$ cat src/rtl/random_vector_engine.sv
// LFSR stimulus generator with settle timer, MISR response compaction and a valid/ready capture stream.
// One vector per SETTLE_CYCLES+1 cycles at full rate; EMIT holds stimulus and response while resp_ready is low.
module random_vector_engine #(
  parameter int                   IN_WIDTH      = 32,
  parameter int                   OUT_WIDTH     = 32,
  parameter int                   NUM_TESTS     = 10000,
  parameter int                   SETTLE_CYCLES = 1,
  parameter logic [IN_WIDTH-1:0]  LFSR_TAPS     = IN_WIDTH'(32'h80200003),
  parameter logic [OUT_WIDTH-1:0] MISR_TAPS     = OUT_WIDTH'(32'h04C11DB7),
  parameter logic [IN_WIDTH-1:0]  SEED          = IN_WIDTH'(1)
) (
  input  logic                 clk,
  input  logic                 rst_n,
  input  logic                 start,
  input  logic                 abort,
  input  logic                 seed_load,
  input  logic [IN_WIDTH-1:0]  seed,
  output logic [IN_WIDTH-1:0]  dut_in,
  input  logic [OUT_WIDTH-1:0] dut_out,
  output logic                 resp_valid,
  input  logic                 resp_ready,
  output logic [OUT_WIDTH-1:0] resp_data,
  output logic                 busy,
  output logic                 done,
  output logic [OUT_WIDTH-1:0] signature,
  output logic [31:0]          test_count
);

  localparam int CW = (SETTLE_CYCLES > 1) ? $clog2(SETTLE_CYCLES) : 1;
  localparam logic [CW-1:0] CNT_LOAD = CW'(SETTLE_CYCLES - 1);
  // An all-zero LFSR would never leave zero, so zero seeds are replaced by 1.
  localparam logic [IN_WIDTH-1:0] RESET_LFSR = (SEED == '0) ? IN_WIDTH'(1) : SEED;

  typedef enum logic [1:0] {IDLE, SETTLE, EMIT, DONE} state_t;

  state_t               r_state, w_next_state;
  logic [IN_WIDTH-1:0]  r_lfsr, r_dut_in;
  logic [OUT_WIDTH-1:0] r_misr, r_resp_data;
  logic [CW-1:0]        r_cnt;
  logic [31:0]          r_test_count;

  logic                 w_idle_like, w_last_settle, w_handshake, w_final;
  logic [IN_WIDTH-1:0]  w_cur_lfsr, w_lfsr_step;
  logic [OUT_WIDTH-1:0] w_misr_step;
  logic [31:0]          w_count_inc;

  always_comb begin
    w_idle_like   = (r_state == IDLE) || (r_state == DONE);
    w_last_settle = (r_state == SETTLE) && (r_cnt == '0);
    w_handshake   = (r_state == EMIT) && resp_ready;
    w_count_inc   = r_test_count + 32'd1;
    w_final       = (w_count_inc == 32'(NUM_TESTS));
    w_lfsr_step   = {r_lfsr[IN_WIDTH-2:0], 1'b0} ^ (r_lfsr[IN_WIDTH-1] ? LFSR_TAPS : '0);
    w_misr_step   = {r_misr[OUT_WIDTH-2:0], 1'b0} ^ (r_misr[OUT_WIDTH-1] ? MISR_TAPS : '0) ^ dut_out;
    // A seed loaded alongside start must be the first vector of that run.
    w_cur_lfsr    = r_lfsr;
    if (seed_load && w_idle_like && !abort) begin
      w_cur_lfsr = (seed == '0) ? IN_WIDTH'(1) : seed;
    end
  end

  always_comb begin
    w_next_state = r_state;
    if (abort) begin
      w_next_state = IDLE;
    end else begin
      case (r_state)
        IDLE, DONE: if (start) w_next_state = SETTLE;
        SETTLE:     if (w_last_settle) w_next_state = EMIT;
        EMIT:       if (w_handshake) w_next_state = w_final ? DONE : SETTLE;
        default:    w_next_state = IDLE;
      endcase
    end
  end

  always_ff @(posedge clk or negedge rst_n) begin
    if (!rst_n) begin
      r_state <= IDLE;
    end else begin
      r_state <= w_next_state;
    end
  end

  always_ff @(posedge clk or negedge rst_n) begin
    if (!rst_n) begin
      r_lfsr       <= RESET_LFSR;
      r_dut_in     <= '0;
      r_misr       <= '0;
      r_resp_data  <= '0;
      r_cnt        <= '0;
      r_test_count <= '0;
    end else if (!abort) begin
      case (r_state)
        IDLE, DONE: begin
          r_lfsr <= w_cur_lfsr;
          if (start) begin
            r_dut_in     <= w_cur_lfsr;
            r_misr       <= '0;
            r_test_count <= '0;
            r_cnt        <= CNT_LOAD;
          end
        end
        SETTLE: begin
          if (r_cnt == '0) begin
            r_resp_data <= dut_out;
            r_misr      <= w_misr_step;
          end else begin
            r_cnt <= r_cnt - CW'(1);
          end
        end
        EMIT: begin
          if (resp_ready) begin
            r_test_count <= w_count_inc;
            // The last vector of a run stays in the LFSR; the next run resumes from it.
            if (!w_final) begin
              r_lfsr   <= w_lfsr_step;
              r_dut_in <= w_lfsr_step;
              r_cnt    <= CNT_LOAD;
            end
          end
        end
        default: ;
      endcase
    end
  end

  assign dut_in     = r_dut_in;
  assign resp_data  = r_resp_data;
  assign resp_valid = (r_state == EMIT);
  assign busy       = (r_state == SETTLE) || (r_state == EMIT);
  assign done       = (r_state == DONE);
  assign signature  = r_misr;
  assign test_count = r_test_count;

endmodule

$ cat config.mk
export PLATFORM = sky130hd
export DESIGN_NAME = random_vector_engine
export DESIGN_NICKNAME = d
export VERILOG_FILES = /design/src/rtl/random_vector_engine.sv
export SDC_FILE = /design/constraint.sdc
export NUM_CORES = 1
export LEC_CHECK = 0
export CAP_MARGIN = 20
export CORE_MARGIN = 2
export CORE_UTILIZATION = 45
export CTS_BUF_LIST = sky130_fd_sc_hd__clkbuf_8 sky130_fd_sc_hd__clkbuf_16
export CTS_CLUSTER_DIAMETER = 30
export DETAILED_ROUTE_END_ITERATION = 8
export MAX_ROUTING_LAYER = met4
export PLACE_DENSITY_LB_ADDON = 0.15
export SYNTH_ARGS = -nofsm -noshare
export SYNTH_HDL_FRONTEND = slang
export SYNTH_SLANG_ARGS = --single-unit
$ cat constraint.sdc
create_clock -name clk -period 2.65 [get_ports clk]
set_input_delay 0.265 -clock clk [delete_from_list [all_inputs] [get_ports clk]]
set_output_delay 0.265 -clock clk [all_outputs]
set_load 0.05 [all_outputs]
==> metrics.md, run 1 <==
| Metric | Value |
|---|---|
| I/O Buffers | 200 |
| Synth Flop Type | dfrtp_1 |
| Area grow syn2layout | 46.1% |
| Max Slew Vio Count | 0 |
| Initial cell density of the core | 0.462 |
| Routability-driven placement congestion ratio | 0.876 |
| Setup Skew | 0.0131 ns |
| CP startpoint | test_count[13]$_DFFE_PN0P_ |
| Fillers | 1443 |
| Clock Sinks | 162 |
| Setup Crit Path Kind | reg -> reg |
| Mapped Cells | 827 |
| Num CTS Buffers | 17 |
| R2r startpoint | test_count[13]$_DFFE_PN0P_ |
| Slowest stage delay, CP | 0.39 ns |
| Yosys reg bits | 162 |
| Antenna cells | 0 |
| Crit share post-route | 1.05 |
| Global-route wire length before repair | 36.9 mm |
| Total Routing Usage GR | 0.240 |
| Clock transition at path regs | 0.07 ns |
| Max Root-Sink Buffers | 2 |
| DRT Wirelength | 23.6 mm |
| Worst-Margin Slew | 0.767 ns |
| Post-synth EDFFs | 0 |
| First-iteration detailed-routing DRC count | 474 |
| Hold Vio Cnt, Final | 0 |
| RSZ-0062 raised after global routing | true |
| Max Cap Violations | 0 |
| Post-route DRC | 0 |
| Status | finished, violations left |
| Cell area after synthesis | 8390 um^2 |
| Leading area contributor after synthesis | dfrtp_1 |
| Worst R2R End | dut_in[14]$_DFFE_PN0P_ |
| Routed WL per cell | 17.5 um |
| Crit-path slowest cell | dfrtp_2 |
| Total number of vias | 7305 |
| Die height | 141 um |
| Site Rows | 49 |
| Type of the worst min-delay path | in -> async |
| Die ar. | 19800 um^2 |
| CP Cell Sequence | nand4_4 > buf_6 > nor4_4 > mux2i_1 > o31ai_4 > o221ai_2 > nor4_4 > buf_4 > nor2_4 > clkbuf_16 > mux2_2 |
| Pwr Total | 0.0115 W |
| CP startpoint kind | flop |
| Syn Nets | 902 |
| Total core area | 18100 um^2 |
| Reg2reg path depth | 11 |
| Critical Path Sink Type | flop |
| Syn. warnings | 0 |
| Number of global-route vias before repair | 6997 |
| Post-DP HPWL | 16.0 mm |
| FF-to-FF setup slack | -0.14 ns |
| Post-Place Cells | 1290 |
| Root Driver | clkbuf_16 |
| Crit Path Max Fanout | 6 |
| CTS tree | yes |
| Layout cell share with drive strength beyond 1 | 0.257 |
| Synth area leaders | dfrtp_1, mux2_2, nand2_1 |
| F_max | 0.359 GHz |
| Initial antenna violation count | 0 |
| Pin count of the biggest net entering global routing | 82 |
| Seq/Total Area, Yosys | 0.483 |
| Global route overflow | 0 |
| Remaining antenna violation count | 0 |
| Crit path arrival time | 3.10 ns |
| Final setup margin | -0.137 ns |
| Slew margin rel. | 0.488 |
| Depth of the CTS H-tree | 4 |
| Pre-CTS setup slack | -0.251 ns |
| Cell Pwr Density | 940 nW/um^2 |
| Most frequent CP cell | nor4_4 |
| Failing checks | negative setup slack |
| Mean number of vias per cell | 5.44 |
| Die width | 141 um |
| Skew-Pair Late Insertion Delay | 0.43 ns |
| Worst hold slack | 0.410 ns |
| LEAKAGE | 5.24 nW |
| # nets final | 1176 |
| Post-layout util | 0.676 |
| Critical Path RT | 2.96 ns |
| Crit path time final | 2.79 ns |
| Peak VDD IR | 0.000792 V |
| Setup-failing EPs final | 64 |
| Share of flip-flops with an asynchronous set or reset | 1.00 |
| DR pass1 iterations | 5 |
| Avg Inst Size Synth | 10.1 um^2 |
| Share of the synthesized area in the top cell type | 0.480 |
| I/O pin cnt | 201 |
| Final non-filler cell total | 1343 |
| Synth unique cells | 50 |
## stage by stage
step	setup TNS, ns	area [um^2]
after CTS	-6.06	12000
after detailed placement	-12.35	11200
final	-5.47	12300
after global placement	-12.05	11200
after global routing	-13.18	12300
after floorplan	-7.91	8480
## cells in the final DEF (no fill, tap or decap), types with 4 or more instances in the layout
cell type and count:
nor2_1 19, and3_1 8, a22o_1 8, o21ai_0 93
xnor2_1 20, or3_1 4, buf_4 101, buf_6 6
ha_1 4, nand2_1 127, a21oi_1 22, mux2_4 23
nor3_1 17, buf_12 5, mux2_1 5, a22oi_1 27
mux2_2 68, clkinvlp_4 4, nor4_1 12, xor2_1 37
nor4_4 5, mux2i_1 10, dfrtp_1 142, nand2b_1 4
inv_1 13, clkbuf_16 19, clkdlybuf4s50_1 198, dfrtp_2 19
nand4_1 14, nand3_1 17
## worst max-delay path by stage
stage                                         to  depth (start not counted)
after global placement    r_lfsr[21]$_DFFE_PN0P_                         10
after detailed placement  r_lfsr[31]$_DFFE_PN0P_                         10
after CTS                 dut_in[30]$_DFFE_PN0P_                         11
after global routing       dut_in[6]$_DFFE_PN0P_                         11
after floorplan           dut_in[24]$_DFFE_PN0P_                         10
final                     dut_in[14]$_DFFE_PN0P_                         11
## critical path: cells and delay by family (launching register included)
family | cells | cell delay, ns
AND/OR/NAND/NOR | 4 | 0.80
multiplexers | 2 | 0.66
buffers and inverters | 3 | 0.57
flip-flops | 1 | 0.39
AO/OA/AOI/OAI | 2 | 0.24
## power breakdown
group	internal (W)	switching (W)	total [W]
registers	0.00325	0.000545	0.00379
clock network	0.00152	0.00106	0.00258
logic	0.00206	0.00308	0.00514
## cells by family after synthesis
kind of cell | share of synthesized area
adder cells (fa/ha/maj) | 0.00746
flip-flops | 0.483
AO/OA/AOI/OAI | 0.119
multiplexers | 0.141
XOR/XNOR | 0.0616
buffers and inverters | 0.0388
AND/OR/NAND/NOR | 0.149
## flip-flops by register name, indices dropped and copies added (netlist names)
signal      cells
r_lfsr         32
signature      32
r_state         2
test_count     32
resp_data      32
dut_in         32
## repair_timing
action                                  in CTS  in global routing
gates resized for setup                     24                 23
setup buffers                                3                 13
gates cloned                                 0                  5
endpoints found under the setup margin      64                 65
endpoints found under the hold margin       65                  0
hold buffers                                 1                  0
pin swaps                                    2                  7
## layout make-up
cell class	count	area, um^2	area share
clock buffer	18	439	0.0358
sequential	162	4080	0.333
tap	229	287	0.0234
multi-input combinational	595	4260	0.348
inverter	12	45.0	0.00367
clock inverter	14	179	0.0146
timing repair buffer	313	2970	0.242
## Yosys cell counts, drive strengths merged, types with 3 or more instances
master and count:
a21oi 22, a221oi 3, a22o 8, a22oi 27, and3 8, buf 19
clkbuf 40, dfrtp 161, ha 5, inv 12, mux2 96, mux2i 10
nand2 128, nand2b 4, nand3 19, nand4 16, nor2 24, nor3 19
nor4 18, o21ai 95, o22ai 3, o31ai 4, or3 6, or4 3
xnor2 21, xor2 38
## routing by layer
layer  share of wire  GRT usage  vias up
met5               0          -        -
met4           0.026     0.0879        0
met3           0.056     0.0578       43
met2            0.48      0.369      223
met1            0.44      0.311     3551
li1                -          -     3488
No activity file was read; power rests on OpenSTA's default activity.
==> run 2, diff against run 1 <==
--- a/config.mk
+++ b/config.mk
@@ -11,8 +11,10 @@
 export CTS_BUF_LIST = sky130_fd_sc_hd__clkbuf_8 sky130_fd_sc_hd__clkbuf_16
 export CTS_CLUSTER_DIAMETER = 30
 export DETAILED_ROUTE_END_ITERATION = 8
+export GPL_TIMING_DRIVEN = 0
 export MAX_ROUTING_LAYER = met4
 export PLACE_DENSITY_LB_ADDON = 0.15
+export REMOVE_ABC_BUFFERS = 1
 export SYNTH_ARGS = -nofsm -noshare
 export SYNTH_HDL_FRONTEND = slang
 export SYNTH_SLANG_ARGS = --single-unit
==> constraint.sdc (replaced) <==
create_clock -name clk -period 3.1 [get_ports clk]
set_input_delay 0.31 -clock clk [delete_from_list [all_inputs] [get_ports clk]]
set_output_delay 0.31 -clock clk [all_outputs]
set_load 0.05 [all_outputs]
==> run 2 against run 1 <==
Compared with the run above: the run now ends clean; wire length is 5.0% lower; core utilization down 3.1 points; critical path depth up 1; cell area fell by 4.5%; sequential share of layout area grew 1.6 points; global-route usage fell by 1.0 points; clock skew shrank 0.0013 ns; register-to-register slack gained 0.25 ns; setup slack improved by 0.25 ns; largest power group unchanged.
==> metrics.md, run 2 (same netlist as run 1, synthesis figures left out) <==
| Metric | Value |
|---|---|
| Status | complete, no violations |
| Most frequent CP cell | buf_4 |
| Crit path time final | 2.99 ns (+0.203 ns) |
| Post-route DRC | 0 (unchanged) |
| Depth of the CTS H-tree | 4 (unchanged) |
| CTS tree | yes |
| P_int | 0.00570 W (-17%) |
| Met2 Use GR | 0.343 (-0.0268) |
| CP Cell Sequence | buf_4 > buf_4 > nand3_1 > nor4_4 > xnor2_1 > nor4_2 > nand4_1 > nor4_4 > buf_4 > nor2_4 > buf_16 > mux2_1 |
| Num CTS Buffers | 17 (unchanged) |
| Commonest cells after routing, fill and taps aside | clkdlybuf4s50_1, dfrtp_1, nand2_1 |
| Total number of vias | 6990 (-4.3%) |
| Critical Path Sink Type | flop |
| Gate power share | 0.435 (-0.011) |
| Routability-driven placement congestion ratio | 0.867 (-0.97%) |
| Slew margin rel. | 0.286 (-0.202) |
| Design area | 11700 um^2 (-4.5%) |
| Peak VDD IR | 0.000626 V (-21%) |
| Post-DP HPWL | 14.4 mm (-9.9%) |
| Initial cell density of the core | 0.462 (unchanged) |
| Critical Path RT | 3.40 ns (+0.44 ns) |
| Initial antenna violation count | 0 (unchanged) |
| Root Driver | clkbuf_16 |
| Die width | 141 um (unchanged) |
| Layout cell share with drive strength beyond 1 | 0.183 (-0.0740) |
| LEAKAGE | 4.82 nW (-7.9%) |
| M3 GR Usage | 0.0571 (-0.000684) |
| Crit-path slowest cell | dfrtp_2 |
| Final setup margin | 0.110 ns (+0.247 ns) |
| # nets final | 1108 (-5.8%) |
| Cell Pwr Density | 820 nW/um^2 (-13%) |
| Worst-Margin Slew | 1.07 ns (+0.300 ns) |
| Clock Sinks | 162 (unchanged) |
| Type of the worst min-delay path | in -> async |
| Global-route wire length before repair | 35.1 mm (-4.7%) |
| Max Slew Vio Count | 0 (unchanged) |
| Setup Crit Path Kind | reg -> reg |
| I/O pin cnt | 201 (unchanged) |
| Hold Vio Cnt, Final | 0 (unchanged) |
| DR pass1 iterations | 5 (unchanged) |
| Switching Share | 0.405 (-0.00142) |
| Pre-CTS setup slack | -1.30 ns (-1.05 ns) |
| Total core area | 18100 um^2 (unchanged) |
| Most common cell after layout, fill and taps aside | clkdlybuf4s50_1 |
| Crit share post-route | 0.965 (-0.0873) |
| Post-Route Setup TNS | 0 ns (+5.47 ns) |
| Post-layout util | 0.645 (-0.0307) |
| Total Routing Usage GR | 0.230 (-0.0104) |
| Max Cap Violations | 0 (unchanged) |
| Setup-failing EPs final | 0 (-100%) |
| Area grow syn2layout | 39.5% |
| Pin count of the biggest net entering global routing | 89 (+8.5%) |
| Skew-Pair Late Insertion Delay | 0.42 ns (about the same) |
| Die ar. | 19800 um^2 (unchanged) |
| Slowest stage delay, CP | 0.44 ns (+0.05 ns) |
| Routed WL per cell | 17.6 um (+0.15%) |
| I/O Buffers | 200 (unchanged) |
| Crit Path Max Fanout | 18 (+12) |
| Pwr Total | 0.00959 W (-17%) |
| Clock power share | 0.228 (+0.004) |
| DRT Wirelength | 22.4 mm (-5.0%) |
| FF+latch area | 4080 um^2 (about the same) |
| Setup Skew | 0.0119 ns (-0.00125 ns) |
| Crit path arrival time | 3.29 ns (+0.19 ns) |
| F_max | 0.334 GHz (-6.8%) |
| Global route overflow | 0 (unchanged) |
| Met1 Track Usage GR | 0.312 (+0.00122) |
| CP startpoint kind | flop |
| Max Root-Sink Buffers | 2 (unchanged) |
| Die height | 141 um (unchanged) |
| First-iteration detailed-routing DRC count | 502 (+5.9%) |
| Clock transition at path regs | 0.07 ns (about the same) |
| Remaining antenna violation count | 0 (unchanged) |
| GR peak layer | met2 |
| Mean number of vias per cell | 5.49 (+0.87%) |
| Fillers | 1503 (+4.2%) |
| Number of global-route vias before repair | 6418 (-8.3%) |
| Area after DPL | 10600 um^2 (-5.7%) |
| Sw Pwr | 0.00389 W (-17%) |
| Sequential share of power | 0.337 (+0.008) |
| Multi-input logic area | 4180 um^2 (-2.0%) |
| Antenna cells | 0 (unchanged) |
| Site Rows | 49 (unchanged) |
-- run 2: cell types whose count changed in the layout (fill, tap and decap cells not counted), moves of 2 or more --
cell | before | now
buf_16 | 0 | 5
buf_4 | 101 | 33
buf_6 | 6 | 0
buf_8 | 0 | 2
clkbuf_16 | 19 | 17
dfrtp_1 | 142 | 145
dfrtp_2 | 19 | 16
mux2_1 | 5 | 28
mux2_4 | 23 | 0
-- run 2: path summary, 6_finish.rpt --
path                       slack, ns                          to  cells after the start                  startpoint
min in group clk                0.48      dut_in[12]$_DFFE_PN0P_                      1      dut_in[12]$_DFFE_PN0P_
max in group asynchronous       1.81      r_state[0]$_DFFE_PN0P_                      3                       rst_n
max                             0.11      dut_in[30]$_DFFE_PN0P_                     12  test_count[11]$_DFFE_PN0P_
min reg2reg                     0.48      dut_in[12]$_DFFE_PN0P_                      1      dut_in[12]$_DFFE_PN0P_
min                             0.44  test_count[11]$_DFFE_PN0P_                      2                       rst_n
max reg2reg                     0.11      dut_in[30]$_DFFE_PN0P_                     12  test_count[11]$_DFFE_PN0P_
-- run 2: per-layer routing --
| metal | up-vias | wire [um] |
|---|---|---|
| met5 | - | 0 |
| met4 | 0 | 401 |
| met3 | 31 | 1230 |
| met2 | 201 | 10600 |
| met1 | 3415 | 10100 |
| li1 | 3343 | - |
-- run 2: what timing repair did --
action	in CTS	in global routing
setup endpoints to repair	98	64
hold buffers	1	0
gates cloned	1	1
gates resized for setup	22	20
pin swaps	4	10
setup buffers	9	28
hold endpoints to repair	73	0
-- run 2: cell type report --
| class | count | share of cell area |
|---|---|---|
| multi-input cells | 595 | 0.357 |
| flip-flops and latches | 162 | 0.348 |
| repair buffers | 244 | 0.213 |
| clock buffers | 19 | 0.0387 |
| well taps | 229 | 0.0245 |
| clock inverters | 12 | 0.0135 |
| inverters | 12 | 0.00417 |
| repair inverters | 1 | 0.000428 |
-- run 2: worst max-delay path, delay by kind of cell, from the launching register on --
kind / cells / cell delay (ns)
buffers and inverters: 4 / 0.62
multiplexers: 1 / 0.32
flip-flops: 1 / 0.44
XOR/XNOR: 1 / 0.12
AND/OR/NAND/NOR: 6 / 1.36
-- run 2: power by group through the flow --
stage / Combinational (W) / Clock, W / Sequential [W]
final: 0.00417 / 0.00219 / 0.00323
after global routing: 0.00441 / 0.00233 / 0.00332
after CTS: 0.00421 / 0.00224 / 0.00323
after detailed placement: 0.00416 / 0 / 0.00326
after global placement: 0.00409 / 0 / 0.00324
after floorplan: 0.00112 / 0 / 0.00481
-- run 2: per-stage QoR --
step / instances / hold slack, ns
CTS: 1245 / 0.472
finish: 1274 / 0.437
detailed placement: 1203 / 0.325
floorplan: 768 / 0.0144
global route: 1274 / 0.495
global placement: 1197 / 0.468
==> run 3, diff against run 2 <==
--- a/config.mk
+++ b/config.mk
@@ -7,7 +7,7 @@
 export LEC_CHECK = 0
 export CAP_MARGIN = 20
 export CORE_MARGIN = 2
-export CORE_UTILIZATION = 45
+export CORE_UTILIZATION = 50
 export CTS_BUF_LIST = sky130_fd_sc_hd__clkbuf_8 sky130_fd_sc_hd__clkbuf_16
 export CTS_CLUSTER_DIAMETER = 30
 export DETAILED_ROUTE_END_ITERATION = 8
==> run 3 against run 2 <==
Compared with the run above: register-to-register slack about the same; non-clock buffer count down 10; critical endpoint is now r_lfsr[30]$_DFFE_PN0P_; power up 0.33%.
==> metrics.md, run 3 (same netlist as run 1, synthesis figures left out) <==
| Metric | Value |
|---|---|
| Status | complete, no violations |
| Remaining antenna violation count | 0 (unchanged) |
| Critical Path Sink Type | flop |
| Crit path time final | 3.01 ns (+0.0149 ns) |
| First-iteration detailed-routing DRC count | 423 (-16%) |
| # nets final | 1097 (-0.99%) |
| Crit share post-route | 0.969 (+0.00482) |
| Reg2reg path depth | 12 (unchanged) |
| R2r startpoint | r_state[0]$_DFFE_PN0P_ |
| Final setup margin | 0.0949 ns (-0.0149 ns) |
| Layout cell share with drive strength beyond 1 | 0.169 (-0.0137) |
| Area after DPL | 10500 um^2 (-0.48%) |
| I/O pin cnt | 201 (unchanged) |
| Worst-Margin Slew | 1.00 ns (-0.0629 ns) |
| DR pass1 iterations | 5 (unchanged) |
| Global route overflow | 0 (unchanged) |
| Root Driver | clkbuf_16 |
| CTS tree | yes |
| Clock Sinks | 162 (unchanged) |
| Clock transition at path regs | 0.06 ns (about the same) |
| Skew-Pair Late Insertion Delay | 0.42 ns (about the same) |
| Mean number of vias per cell | 5.50 (+0.32%) |
| I/O Buffers | 200 (unchanged) |
| Num CTS Buffers | 17 (unchanged) |
| Setup-failing EPs final | 0 (unchanged) |
| Gate power share | 0.431 (-0.004) |
| Setup Crit Path Kind | reg -> reg |
| Commonest cells after routing, fill and taps aside | clkdlybuf4s50_1, dfrtp_1, nand2_1 |
| Clock power share | 0.232 (+0.004) |
| Max Cap Violations | 0 (unchanged) |
| Site Rows | 47 (-4.1%) |
| Routability-driven placement congestion ratio | 0.872 (+0.54%) |
| Post-DP HPWL | 14.0 mm (-3.1%) |
| Design area | 11500 um^2 (-1.7%) |
| Slew margin rel. | 0.331 (+0.0445) |
| Max Root-Sink Buffers | 2 (unchanged) |
| Pre-CTS setup slack | -0.976 ns (+0.326 ns) |
| Crit path arrival time | 3.30 ns (about the same) |
| F_max | 0.333 GHz (-0.50%) |
| FF-to-FF setup slack | 0.09 ns (about the same) |
| Die height | 134 um (-5.0%) |
| P_int | 0.00577 W (+1.2%) |
| Total core area | 16500 um^2 (-9.3%) |
| Die width | 134 um (-5.0%) |
| Sw Pwr | 0.00385 W (-0.91%) |
| DRT Wirelength | 21.3 mm (-4.8%) |
| Cell Pwr Density | 837 nW/um^2 (+2.1%) |
| Post-layout util | 0.699 (+0.0538) |
| Antenna cells | 0 (unchanged) |
| Total Routing Usage GR | 0.249 (+0.0196) |
| Most common cell after layout, fill and taps aside | clkdlybuf4s50_1 |
| Pin count of the biggest net entering global routing | 90 (+1.1%) |
| Crit Path Max Fanout | 31 (+13) |
| CP startpoint kind | flop |
| Global-route wire length before repair | 34.5 mm (-1.9%) |
| Total number of vias | 6908 (-1.2%) |
| Hold Vio Cnt, Final | 0 (unchanged) |
| Routed WL per cell | 17.0 um (-3.4%) |
| LEAKAGE | 4.74 nW (-1.7%) |
| Switching Share | 0.400 (-0.00500) |
| Depth of the CTS H-tree | 4 (unchanged) |
| Initial antenna violation count | 0 (unchanged) |
| Initial cell density of the core | 0.510 (+0.0472) |
| Die ar. | 17800 um^2 (-9.7%) |
| Area grow syn2layout | 37.1% |
| Sequential share of power | 0.336 (about the same) |
| Max Slew Vio Count | 0 (unchanged) |
| Type of the worst min-delay path | in -> async |
| Setup Skew | 0.00925 ns (-0.00263 ns) |
| Worst R2R End | r_lfsr[30]$_DFFE_PN0P_ |
| Critical Path RT | 3.40 ns (about the same) |
| Pwr Total | 0.00963 W (+0.33%) |
| Post-Route Setup TNS | 0 ns (unchanged) |
| Peak VDD IR | 0.000555 V (-11%) |
| Number of global-route vias before repair | 6517 (+1.5%) |
| Post-route DRC | 0 (unchanged) |
==> run 3: cell types whose count changed in the layout (fill, tap and decap cells not counted), sizes merged <==
cell	delta
nor2	-1
clkinv	-1
bufinv	+1
buf	-10
clkbuf	+1
==> run 3: timing repair <==
action,4_1_cts,5_1_grt
hold endpoints to repair,73,0
cloned,1,0
hold buffers,1,0
resized for setup,25,10
buffers inserted,7,20
pin swaps,3,6
setup endpoints to repair,97,67
==> run 3: through the flow <==
| stage | instances | hold slack (ns) |
|---|---|---|
| 2_1_floorplan | 768 | 0.0144 |
| 3_3_place_gp | 1188 | 0.469 |
| 3_5_place_dp | 1194 | 0.322 |
| 4_1_cts | 1235 | 0.478 |
| 5_1_grt | 1255 | 0.498 |
| 6_report | 1255 | 0.432 |
==> run 3: worst max path at each step <==
stage | startpoint | end | slack [ns] | depth (start not counted)
5_1_grt | r_state[0]$_DFFE_PN0P_ | dut_in[9]$_DFFE_PN0P_ | -0.03 | 12
3_3_place_gp | rst_n | resp_data[1]$_DFFE_PN0P_ | -5.19 | 1
2_1_floorplan | r_state[0]$_DFFE_PN0P_ | dut_in[21]$_DFFE_PN0P_ | -1.50 | 10
4_1_cts | test_count[2]$_DFFE_PN0P_ | dut_in[8]$_DFFE_PN0P_ | 0.01 | 10
3_5_place_dp | r_state[0]$_DFFE_PN0P_ | dut_in[7]$_DFFE_PN0P_ | -0.98 | 11
6_report | r_state[0]$_DFFE_PN0P_ | r_lfsr[30]$_DFFE_PN0P_ | 0.09 | 12
==> run 3: layout make-up <==
type	count	area [um^2]
Tap cell	220	275
Clock inverter	12	165
Multi-Input combinational cell	594	4130
Inverter	12	48.8
Timing Repair inverter	1	5.00
Fill cell	1255	4960
Clock buffer	20	467
Timing Repair Buffer	234	2340
Sequential cell	162	4080
==> run 3: routing by layer <==
layer / GRT usage / up-vias / wire (um) / part of all wire
met3: 0.0445 / 35 / 1150 / 0.054
met5: - / - / 0 / 0
met2: 0.400 / 214 / 10600 / 0.50
met4: 0.0863 / 0 / 489 / 0.023
met1: 0.320 / 3334 / 9090 / 0.43
li1: - / 3325 / - / -
==> run 3: worst max-delay path: stages, from the launching register on <==
cell	delay, ns
dfrtp_1	0.43
inv_1	0.12
ha_4	0.15
clkinvlp_4	0.11
nor4_1	0.34
nand3_1	0.18
a2111oi_4	0.26
nand4_1	0.22
nor4_4	0.30
buf_4	0.19
nor2_4	0.05
buf_12	0.17
mux2_1	0.34
==> run 3: power groups by stage <==
stage                     logic, W  registers, W  clock network (W)
final                      0.00415       0.00324            0.00224
after global routing       0.00439       0.00333            0.00236
after CTS                  0.00418       0.00324            0.00227
after detailed placement   0.00414       0.00326                  0
after global placement     0.00407       0.00324                  0
after floorplan            0.00112       0.00481                  0
